$ cat config.mk
export PLATFORM = sky130hd
export DESIGN_NAME = mux_sel_sequencer_flat
export DESIGN_NICKNAME = d
export VERILOG_FILES = /design/src/rtl/mux_sel_sequencer_if.sv /design/src/rtl/mux_sel_sequencer.sv /design/src/flat_wrapper.sv
export SDC_FILE = /design/constraint.sdc
export NUM_CORES = 1
export LEC_CHECK = 0
export ABC_AREA = 0
export CAP_MARGIN = 30
export CORE_ASPECT_RATIO = 0.9
export CORE_MARGIN = 2
export CORE_UTILIZATION = 45
export DETAILED_ROUTE_END_ITERATION = 8
export GPL_TIMING_DRIVEN = 0
export PLACE_DENSITY = 0.74
export SKIP_LAST_GASP = 1
export SYNTH_ARGS = -nofsm -noshare
export SYNTH_HDL_FRONTEND = slang
export SYNTH_SLANG_ARGS = --single-unit
$ cat constraint.sdc
create_clock -name clk -period 2.3 [get_ports clk]
set_clock_uncertainty 0.05 [all_clocks]
set_input_delay 0.345 -clock clk [delete_from_list [all_inputs] [get_ports clk]]
set_output_delay 0.345 -clock clk [all_outputs]
set_load 0.1 [all_outputs]
$ cat src/rtl/mux_sel_sequencer_if.sv
// Handshake and mux-drive bundle between an upstream word source, the
// select sequencer and the downstream consumer of the 8-to-1 mux output.
interface mux_sel_sequencer_if #(
  parameter int DIV_WIDTH = 8
);
  logic [7:0]           data_in;
  logic                 data_valid;
  logic                 data_ready;
  logic [DIV_WIDTH-1:0] div;
  logic                 msb_first;
  logic                 abort;
  logic [7:0]           mux_in;
  logic [2:0]           mux_sel;
  logic                 bit_valid;
  logic                 bit_strobe;
  logic                 done;

  modport master (
    output data_in, data_valid, div, msb_first, abort,
    input  data_ready, mux_in, mux_sel, bit_valid, bit_strobe, done
  );

  modport slave (
    input  data_in, data_valid, div, msb_first, abort,
    output data_ready, mux_in, mux_sel, bit_valid, bit_strobe, done
  );
endinterface

$ cat src/rtl/mux_sel_sequencer.sv
// Parallel-to-serial front end: holds a word on the mux data inputs and walks
// the select through all eight positions, one programmable bit period each.
module mux_sel_sequencer #(
  parameter int DIV_WIDTH = 8
) (
  input logic               clk,
  input logic               rst_n,
  mux_sel_sequencer_if.slave bus
);
  typedef enum logic {IDLE, SHIFT} state_t;

  state_t               state, state_nxt;
  logic [7:0]           word, word_nxt;
  logic [2:0]           sel, sel_nxt;
  logic [DIV_WIDTH-1:0] div_cnt, div_cnt_nxt;
  logic [DIV_WIDTH-1:0] div_lat, div_lat_nxt;
  logic                 msb_lat, msb_lat_nxt;
  logic [2:0]           bit_cnt, bit_cnt_nxt;
  logic                 valid_r, valid_nxt;
  logic                 strobe_r, strobe_nxt;
  logic                 done_r, done_nxt;
  logic                 ready;

  // abort must block an accept in the same cycle, so ready is decoded combinationally
  assign ready = (state == IDLE) && !bus.abort;

  always_comb begin
    state_nxt   = state;
    word_nxt    = word;
    sel_nxt     = sel;
    div_cnt_nxt = div_cnt;
    div_lat_nxt = div_lat;
    msb_lat_nxt = msb_lat;
    bit_cnt_nxt = bit_cnt;
    strobe_nxt  = 1'b0;
    done_nxt    = 1'b0;
    unique case (state)
      IDLE: begin
        if (bus.data_valid && ready) begin
          word_nxt    = bus.data_in;
          div_lat_nxt = bus.div;
          msb_lat_nxt = bus.msb_first;
          sel_nxt     = bus.msb_first ? 3'd7 : 3'd0;
          div_cnt_nxt = bus.div;
          bit_cnt_nxt = 3'd0;
          strobe_nxt  = 1'b1;
          state_nxt   = SHIFT;
        end
      end
      SHIFT: begin
        if (bus.abort) begin
          state_nxt = IDLE;
        end else if (div_cnt == '0) begin
          if (bit_cnt == 3'd7) begin
            state_nxt = IDLE;
            done_nxt  = 1'b1;
          end else begin
            sel_nxt     = msb_lat ? sel - 3'd1 : sel + 3'd1;
            div_cnt_nxt = div_lat;
            bit_cnt_nxt = bit_cnt + 3'd1;
            strobe_nxt  = 1'b1;
          end
        end else begin
          div_cnt_nxt = div_cnt - DIV_WIDTH'(1);
        end
      end
      default: state_nxt = IDLE;
    endcase
    valid_nxt = (state_nxt == SHIFT);
  end

  always_ff @(posedge clk or negedge rst_n) begin
    if (!rst_n) begin
      state    <= IDLE;
      word     <= 8'h00;
      sel      <= 3'd0;
      div_cnt  <= '0;
      div_lat  <= '0;
      msb_lat  <= 1'b0;
      bit_cnt  <= 3'd0;
      valid_r  <= 1'b0;
      strobe_r <= 1'b0;
      done_r   <= 1'b0;
    end else begin
      state    <= state_nxt;
      word     <= word_nxt;
      sel      <= sel_nxt;
      div_cnt  <= div_cnt_nxt;
      div_lat  <= div_lat_nxt;
      msb_lat  <= msb_lat_nxt;
      bit_cnt  <= bit_cnt_nxt;
      valid_r  <= valid_nxt;
      strobe_r <= strobe_nxt;
      done_r   <= done_nxt;
    end
  end

  assign bus.data_ready = ready;
  assign bus.mux_in     = word;
  assign bus.mux_sel    = sel;
  assign bus.bit_valid  = valid_r;
  assign bus.bit_strobe = strobe_r;
  assign bus.done       = done_r;
endmodule

$ cat src/flat_wrapper.sv
// flat-port wrapper written by rule: the top's interface ports become plain ports
module mux_sel_sequencer_flat 
#(
  parameter int DIV_WIDTH = 8
)
  (clk, rst_n, bus_data_in, bus_data_valid, bus_div, bus_msb_first, bus_abort, bus_data_ready, bus_mux_in, bus_mux_sel, bus_bit_valid, bus_bit_strobe, bus_done);
  mux_sel_sequencer_if #(.DIV_WIDTH(DIV_WIDTH)) bus_i ();
  input logic clk;
  input logic rst_n;
  input wire logic [$bits(bus_i.data_in)-1:0] bus_data_in;
  input wire logic [$bits(bus_i.data_valid)-1:0] bus_data_valid;
  input wire logic [$bits(bus_i.div)-1:0] bus_div;
  input wire logic [$bits(bus_i.msb_first)-1:0] bus_msb_first;
  input wire logic [$bits(bus_i.abort)-1:0] bus_abort;
  output wire logic [$bits(bus_i.data_ready)-1:0] bus_data_ready;
  output wire logic [$bits(bus_i.mux_in)-1:0] bus_mux_in;
  output wire logic [$bits(bus_i.mux_sel)-1:0] bus_mux_sel;
  output wire logic [$bits(bus_i.bit_valid)-1:0] bus_bit_valid;
  output wire logic [$bits(bus_i.bit_strobe)-1:0] bus_bit_strobe;
  output wire logic [$bits(bus_i.done)-1:0] bus_done;
  assign bus_i.data_in = bus_data_in;
  assign bus_i.data_valid = bus_data_valid;
  assign bus_i.div = bus_div;
  assign bus_i.msb_first = bus_msb_first;
  assign bus_i.abort = bus_abort;
  assign bus_data_ready = bus_i.data_ready;
  assign bus_mux_in = bus_i.mux_in;
  assign bus_mux_sel = bus_i.mux_sel;
  assign bus_bit_valid = bus_i.bit_valid;
  assign bus_bit_strobe = bus_i.bit_strobe;
  assign bus_done = bus_i.done;
  mux_sel_sequencer #(.DIV_WIDTH(DIV_WIDTH)) u_core (.clk(clk), .rst_n(rst_n), .bus(bus_i));
endmodule
# Word level (Yosys, flattened, before mapping)
# Index checks and enable logic that the tools add are counted.
[word_totals]
ff_bits = 34
elab_cells = 56
in_bits = 21
[op_classes]
muxes = 29
n_bitwise = 1
add_sub_neg = 4
n_reduce_logical = 7
n_eq_ne = 6
[ops]
columns = ["cell", "count"]
rows = [
  ["two-way mux 8 bit", 4],
  ["two-way mux 3 bit", 10],
  ["one-hot mux 8 bit (2 select lines)", 1],
  ["one-hot mux 3 bit (2 select lines)", 2],
  ["two-way mux 1 bit", 10],
  ["logical NOT 8 bit", 1],
  ["!= test 2 bit (second input constant)", 4],
  ["subtractor 8 x 1 -> 8 bit (second input constant)", 1],
  ["adder 3 x 1 -> 3 bit (second input constant)", 2],
  ["one-hot mux 1 bit (2 select lines)", 2],
  ["AND reduction 4 bit", 1],
  ["== test 3 bit (second input constant)", 1],
  ["!= test 3 bit (second input constant)", 1],
  ["AND reduction 3 bit", 1],
  ["subtractor 3 x 1 -> 3 bit (second input constant)", 1],
  ["logical AND 1 bit", 2],
  ["AND reduction 2 bit", 1],
  ["logical NOT 1 bit", 1],
  ["inverter 1 bit", 1],
]

# Longest topological paths before layout
# Gate-level depths: netlist of run 1.
[logic_depth]
word_depth = 6
mapped_depth = 8
ltp_nobuf = 6

# Least setup slack after synthesis of run 1
# Ideal clock, no wire load.
[synth_path]
path_kind = "register to output"
startpoint = "reg u_core.state"
endpoint = "out bus_data_ready"
required_time_ps = 1905
path_slack_ps = -611
arrival_time_ps = 2516
path_stages_with_launch = 4
path_buffers = 2
path_cell_list = "dfrtp_1 clkbuf_1 clkbuf_1 nor2_1"
[synth_via]
elab_chain_cells = 2
[synth_lines]
columns = ["item", "line_no", "text"]
rows = [
  ["from (decl)", "mux_sel_sequencer.sv:12", "state_t state, state_nxt;"],
  ["from (signal assigned)", "mux_sel_sequencer.sv:85", "state <= state_nxt;"],
  ["inverter 1 bit (no source line)", "n/a", ""],
  ["logical AND 1 bit", "mux_sel_sequencer.sv:25", "assign ready = (state == IDLE) && !bus.abort;"],
  ["to (decl)", "flat_wrapper.sv:15", "output wire logic [$bits(bus_i.data_ready)-1:0] bus_data_ready;"],
]
# No other way between the ends.

# Worst setup path after layout of run 1
[layout_path]
startpoint = "reg u_core.div_cnt[0]"
endpoint = "reg u_core.bit_cnt[2]"
[layout_via]
elab_chain_cells = 3
[layout_lines]
columns = ["item", "line_no", "text"]
rows = [
  ["from (decl)", "mux_sel_sequencer.sv:15", "logic [DIV_WIDTH-1:0] div_cnt, div_cnt_nxt;"],
  ["from (signal assigned)", "mux_sel_sequencer.sv:88", "div_cnt <= div_cnt_nxt;"],
  ["logical NOT 8 bit", "mux_sel_sequencer.sv:53", "end else if (div_cnt == '0) begin"],
  ["!= test 2 bit (no source line)", "n/a", ""],
  ["AND reduction 4 bit (no source line)", "n/a", ""],
  ["to (signal assigned)", "mux_sel_sequencer.sv:91", "bit_cnt <= bit_cnt_nxt;"],
  ["to (decl)", "mux_sel_sequencer.sv:18", "logic [2:0] bit_cnt, bit_cnt_nxt;"],
]
# No other way between the ends.
# A chain may end at the register's enable or synchronous reset.

==> results of run 1 <==
-- placed cells by master, fill, tap and decap left out, types with 3 or more instances in the layout --
master	n
clkdlybuf4s50_1	31
mux2_2	16
buf_4	4
o21ai_0	6
or3_1	3
dfrtp_1	31
o211ai_1	6
clkbuf_8	6
nand3_1	3
a21oi_1	7
a31oi_1	7
ha_1	3
o22ai_1	3
nand2_1	10
clkbuf_2	4
nor2_1	10
inv_1	12
-- worst min path at each step --
| stage | startpoint | endpoint | slack [ps] | depth (start not counted) |
|---|---|---|---|---|
| after global placement | u_core.bus.mux_in[7]$_DFFE_PN0P_ | u_core.bus.mux_in[7]$_DFFE_PN0P_ | 440 | 1 |
| final | rst_n | u_core.bus.mux_in[6]$_DFFE_PN0P_ | 70 | 1 |
| after detailed placement | rst_n | u_core.bus.mux_in[6]$_DFFE_PN0P_ | 410 | 1 |
| after floorplan | rst_n | u_core.bit_cnt[0]$_DFFE_PN0P_ | -0.6 | 0 |
| after CTS | rst_n | u_core.bus.mux_in[6]$_DFFE_PN0P_ | 100 | 1 |
| after global routing | rst_n | u_core.bus.bit_strobe$_DFF_PN0_ | 130 | 1 |
-- cell families after synthesis --
family / after synthesis / share of synthesized area (%)
XOR/XNOR: 2 / 0.962
flip-flops: 34 / 46.7
multiplexers: 18 / 11.0
AND/OR/NAND/NOR: 43 / 13.5
adder cells (fa/ha/maj): 5 / 3.85
AO/OA/AOI/OAI: 46 / 17.9
buffers and inverters: 24 / 6.18
-- state kept, by name, summed over array words and instances, names as in the netlist --
signal and count:
u_core.bit_cnt 3, u_core.state 1, u_core.div_cnt 8, u_core.bus.mux_in 8
u_core.bus.bit_strobe 1, u_core.msb_lat 1, u_core.bus.done 1, u_core.div_lat 8
u_core.bus.mux_sel 3
-- cell type report --
class	instances	share of cell area (%)
Clock buffer	6	3.51
Clock inverter	2	0.532
Timing Repair Buffer	38	15.5
Sequential cell	34	36.4
Multi-Input combinational cell	114	37.7
Buffer	7	1.65
Tap cell	46	2.45
Inverter	14	2.23
-- metal layers --
metal	part of all wire, %	global-route usage, %	up-vias
met5	0	0	-
met4	0.95	7.31	0
met3	6.2	4.42	9
met2	49	30.3	66
met1	44	26.8	721
li1	-	-	715
-- stage by stage --
| step | setup TNS, ps | cell area (um2) |
|---|---|---|
| 3_5_place_dp | -5670 | 2220 |
| 3_3_place_gp | -4260 | 2230 |
| 6_report | 0 | 2350 |
| 5_1_grt | -183 | 2350 |
| 2_1_floorplan | 0 | 1830 |
| 4_1_cts | 0 | 2340 |
-- worst register-to-register path, stage by stage (launching register included) --
cell and delay [ps]:
dfrtp_1 400, inv_2 80, ha_2 180, or4b_4 470, or4_4 500, or3b_1 400, o211ai_2 80
-- synth_stat cells (2+ instances only) --
cell type	instances	area, um2
o211ai_1	6	45.0
inv_1	14	52.6
nand2_1	10	37.5
clkbuf_1	7	26.3
a21oi_1	7	35.0
nand3_1	3	15.0
mux2_2	16	180
a211oi_1	2	15.0
o21ai_0	6	30.0
nor3_1	2	10.0
o2bb2ai_1	2	17.5
or3_1	3	18.8
o22ai_1	3	18.8
buf_6	3	33.8
mux2i_1	2	20.0
o31ai_1	2	15.0
a31oi_1	7	43.8
dfrtp_1	34	851
nor2_1	11	41.3
ha_1	4	50.1
-- power by group through the flow --
stage | clock network (W) | logic [W] | registers [W]
final | 0.000465 | 0.000811 | 0.000799
after global routing | 0.000503 | 0.000865 | 0.000814
after CTS | 0.000475 | 0.000801 | 0.000798
after detailed placement | 0 | 0.000788 | 0.000810
after global placement | 0 | 0.000771 | 0.000804
after floorplan | 0 | 0.000278 | 0.00111
-- repair_timing --
item | in CTS | in global routing
hold buffers | 0 | 0
buffers inserted | 2 | 2
gates resized for setup | 12 | 5
setup endpoints to repair | 21 | 9
==> run summary, run 1 <==
Synth-to-Final Area Change - 29.2%
Net Switching - 0.000854 W
Post-Syn Nets - 198
slowest cell on the critical path - or4_4
main flop type after synthesis - dfrtp_1
NumNets Final - 240
crit-path max FO - 8
leakage - 0.973 nW
CP Capture Type - flip-flop
CP Buf/Inv Count - 1
first-pass GRT wire length - 7070 um
Die X - 71.1 um
DR pass1 iterations - 4
Post-Place Cells - 252
Core ar. - 0.00381 mm2
layout cells sized above 1 - 23.3%
Sequential cell area - 857 um2
Site Rows - 21
synthesized cell area - 0.00182 mm2
Hold WC Path Type - in2async
die area - 0.00457 mm2
vias in the first global route - 1539
reg2reg setup slack - 70 ps
WHS - 70.1 ps
CP startpoint kind - flip-flop
Root Driver - clkbuf_8
I/O pins - 36
r2r worst-path depth - 6
post-synth cell types - 48
ANT cells - 0
crit path kind - reg2reg
Mapped Cells - 172
largest net degree at the start of global routing - 35
Die Span Y - 64.4 um
Synth Register Bits - 34
Setup WS pre-CTS - -451 ps
Residual DRC - 0
Vias - 1511
Slew @ Worst Pin - 981 ps
final worst slack - 69.4 ps
Worst Setup SP - u_core.div_cnt[0]$_DFFE_PN0P_
CP Capture Point - u_core.bit_cnt[2]$_DFFE_PN0P_
Clk pwr share - 22.4%
fin util - 61.8%
Int Pwr - 0.00122 W
clock sink count - 34
Flop pwr share - 38.5%
max-cap violations - 0
worst relative slew slack - 34.4%
crit share post-route - 97.0%
clock-pin slew on the worst setup and hold paths - 70 ps
count of final setup violators - 0
vias per cell - 5.79
FILL cells - 293
GRT overflow - 0
RSZ-0062 raised after global routing - yes
r2r endpoint - u_core.bit_cnt[2]$_DFFE_PN0P_
CP required - 2460 ps
maximum vdd drop - 0.497 mV
Final Non-Filler Cells - 261
status - completed
pwr dens - 882 mW/mm2
fmax - 0.448 GHz
multi-input logic area - 887 um2
RePlAce Congestion - 0.913
RR Startpoint - u_core.div_cnt[0]$_DFFE_PN0P_
ys async rst share - 100%
worst skew pair latency - 290 ps
Post-synth EDFFs - 0
crit-path max cell delay - 500 ps
Arrival @ worst endpoint - 2390 ps
quantity of I/O buffers inserted on ports - 34
final WL - 4200 um
total power - 0.00208 W
Sw Share - 41.1%
min Tclk post-route - 2230 ps
Synth Warn # - 0
sequence of cells on the critical path - inv_2 > ha_2 > or4b_4 > or4_4 > or3b_1 > o211ai_2
delay-heaviest family, CP - simple AND/OR/NAND/NOR gates
Avg WL per Cell - 16.1 um
Starting DRT DRC Count - 172
Avg Inst Size Synth - 10.6 um2
Comb pwr share - 39.1%
Max H-tree Level - 2
WP depth - 6
post-route ant nets - 0
Post-DP HPWL - 2960 um
fin. max-slew vios - 0
antenna violations before repair - 0
CTS buffer count - 5
Final Hold Viols - 0
CTS tree - yes
Seq/Total Area, Yosys - 46.7%
Starting Density - 47.8%
GRT Total Usage - 19.5%
CTS Buffer Depth - 2
No activity file was read; power rests on OpenSTA's default activity.
==> inputs of run 2 (changes only) <==
GPL_TIMING_DRIVEN = unset   (was 0)
==> run summary, run 2 (synthesis results as in run 1) <==
r2r worst-path depth - 6
worst relative slew slack - 57.3%
CP Capture Type - flip-flop
RR Startpoint - u_core.div_cnt[0]$_DFFE_PN0P_
commonest non-fill, non-tap cells in the layout - 31 x dfrtp_1, 24 x buf_4, 20 x clkdlybuf4s50_1
Sw Share - 39.2%
Synth-to-Final Area Change - 28.7%
CTS tree - yes
maximum vdd drop - 0.685 mV
Comb pwr share - 35.7%
RSZ-0062 raised after global routing - yes
GRT overflow - 0
clock sink count - 34
antenna violations before repair - 0
Final Non-Filler Cells - 261
CP startpoint kind - flip-flop
Flop pwr share - 37.6%
vias in the first global route - 1564
Post-Place Cells - 253
GRT Total Usage - 20.6%
r2r endpoint - u_core.bit_cnt[2]$_DFFE_PN0P_
worst skew pair latency - 290 ps
min Tclk post-route - 2240 ps
Slew @ Worst Pin - 635 ps
count of final setup violators - 0
Site Rows - 21
crit path kind - reg2reg
Residual DRC - 0
Post-DP HPWL - 3060 um
Setup WS pre-CTS - 87.0 ps
most common cell after layout, fill and taps aside - dfrtp_1
WHS - 402 ps
NumNets Final - 240
Avg WL per Cell - 16.1 um
fin. max-slew vios - 0
RePlAce Congestion - 0.856
Final Hold Viols - 0
Starting Density - 47.8%
DR pass1 iterations - 5
Max H-tree Level - 2
Int Pwr - 0.00132 W
fmax - 0.447 GHz
pwr dens - 923 mW/mm2
first-pass GRT wire length - 7440 um
crit-path max FO - 8
Vias - 1501
CTS buffer count - 5
Starting DRT DRC Count - 139
largest net degree at the start of global routing - 35
final WL - 4220 um
clock-pin slew on the worst setup and hold paths - 70 ps
Arrival @ worst endpoint - 2410 ps
final worst slack - 64.4 ps
crit share post-route - 97.2%
ANT cells - 0
I/O pins - 36
Core ar. - 0.00381 mm2
Hold WC Path Type - in2async
post-CTS setup buffers - 0
CTS Hold Bufs - 0
Die X - 71.1 um
CP required - 2470 ps
quantity of I/O buffers inserted on ports - 35
Clk pwr share - 26.7%
reg2reg setup slack - 60 ps
post-route ant nets - 0
Net Switching - 0.000848 W
CTS Buffer Depth - 2
leakage - 0.999 nW
vias per cell - 5.75
Die Span Y - 64.4 um
status - completed
Root Driver - clkbuf_8
layout cells sized above 1 - 27.9%
fin util - 61.5%
FILL cells - 312
die area - 0.00457 mm2
max-cap violations - 0
run 2: how the worst max path moves through the flow:
stage	from	to
2_1_floorplan	u_core.div_cnt[0]$_DFFE_PN0P_	u_core.bit_cnt[2]$_DFFE_PN0P_
4_1_cts	u_core.div_cnt[1]$_DFFE_PN0P_	u_core.bit_cnt[2]$_DFFE_PN0P_
5_1_grt	u_core.div_cnt[1]$_DFFE_PN0P_	u_core.bit_cnt[2]$_DFFE_PN0P_
3_3_place_gp	u_core.div_cnt[0]$_DFFE_PN0P_	u_core.bit_cnt[2]$_DFFE_PN0P_
3_5_place_dp	u_core.div_cnt[0]$_DFFE_PN0P_	u_core.bit_cnt[2]$_DFFE_PN0P_
6_report	u_core.div_cnt[0]$_DFFE_PN0P_	u_core.bit_cnt[2]$_DFFE_PN0P_
run 2: through the flow:
stage	total power (W)	setup TNS, ps	cell area (um2)
after floorplan	0.00138	0	1830
after global placement	0.00157	0	2230
after detailed placement	0.00160	0	2230
after CTS	0.00218	0	2340
after global routing	0.00227	-24.4	2340
final	0.00216	0	2340
run 2: layout make-up:
type | count | area, um2 | area share (%)
Clock buffer | 7 | 86.3 | 3.68
Clock inverter | 1 | 30.0 | 1.28
Inverter | 14 | 52.6 | 2.24
Multi-Input combinational cell | 114 | 861 | 36.7
Sequential cell | 34 | 857 | 36.6
Tap cell | 46 | 57.6 | 2.45
Timing Repair Buffer | 45 | 400 | 17.1
run 2: power groups by stage:
stage / Clock [W] / Combinational (W) / Sequential [W]
after CTS: 0.000587 / 0.000778 / 0.000811
after global placement: 0 / 0.000757 / 0.000813
after floorplan: 0 / 0.000278 / 0.00111
after detailed placement: 0 / 0.000776 / 0.000821
final: 0.000578 / 0.000772 / 0.000813
after global routing: 0.000616 / 0.000825 / 0.000832
run 2: critical path, stage by stage, from the launching register on:
cell and delay, ps:
dfrtp_1 430, inv_2 90, ha_1 150, or4b_4 470, or4_4 500, or3b_1 390, o211ai_2 80
run 2: timing repair:
| item | in CTS | in global routing |
|---|---|---|
| setup endpoints to repair | 0 | 2 |
| hold endpoints to repair | 0 | 0 |
| gates resized for setup | 0 | 0 |
run 2: per-layer routing:
| layer | part of all wire (%) | track usage [%] | routed length (um) | up-vias |
|---|---|---|---|---|
| met3 | 5.0 | 4.89 | 211 | 5 |
| met5 | 0 | 0 | 0 | - |
| met1 | 44 | 27.6 | 1850 | 742 |
| met2 | 50 | 32.2 | 2110 | 43 |
| met4 | 1.2 | 8.25 | 51 | 0 |
| li1 | - | - | - | 711 |
==> inputs of run 3 (changes only) <==
CTS_CLUSTER_SIZE = 40   (was unset)
SKIP_CTS_REPAIR_TIMING = 1   (was unset)
==> results of run 3 <==
No change in the layout: final DEF, timing and power equal those of run 2.
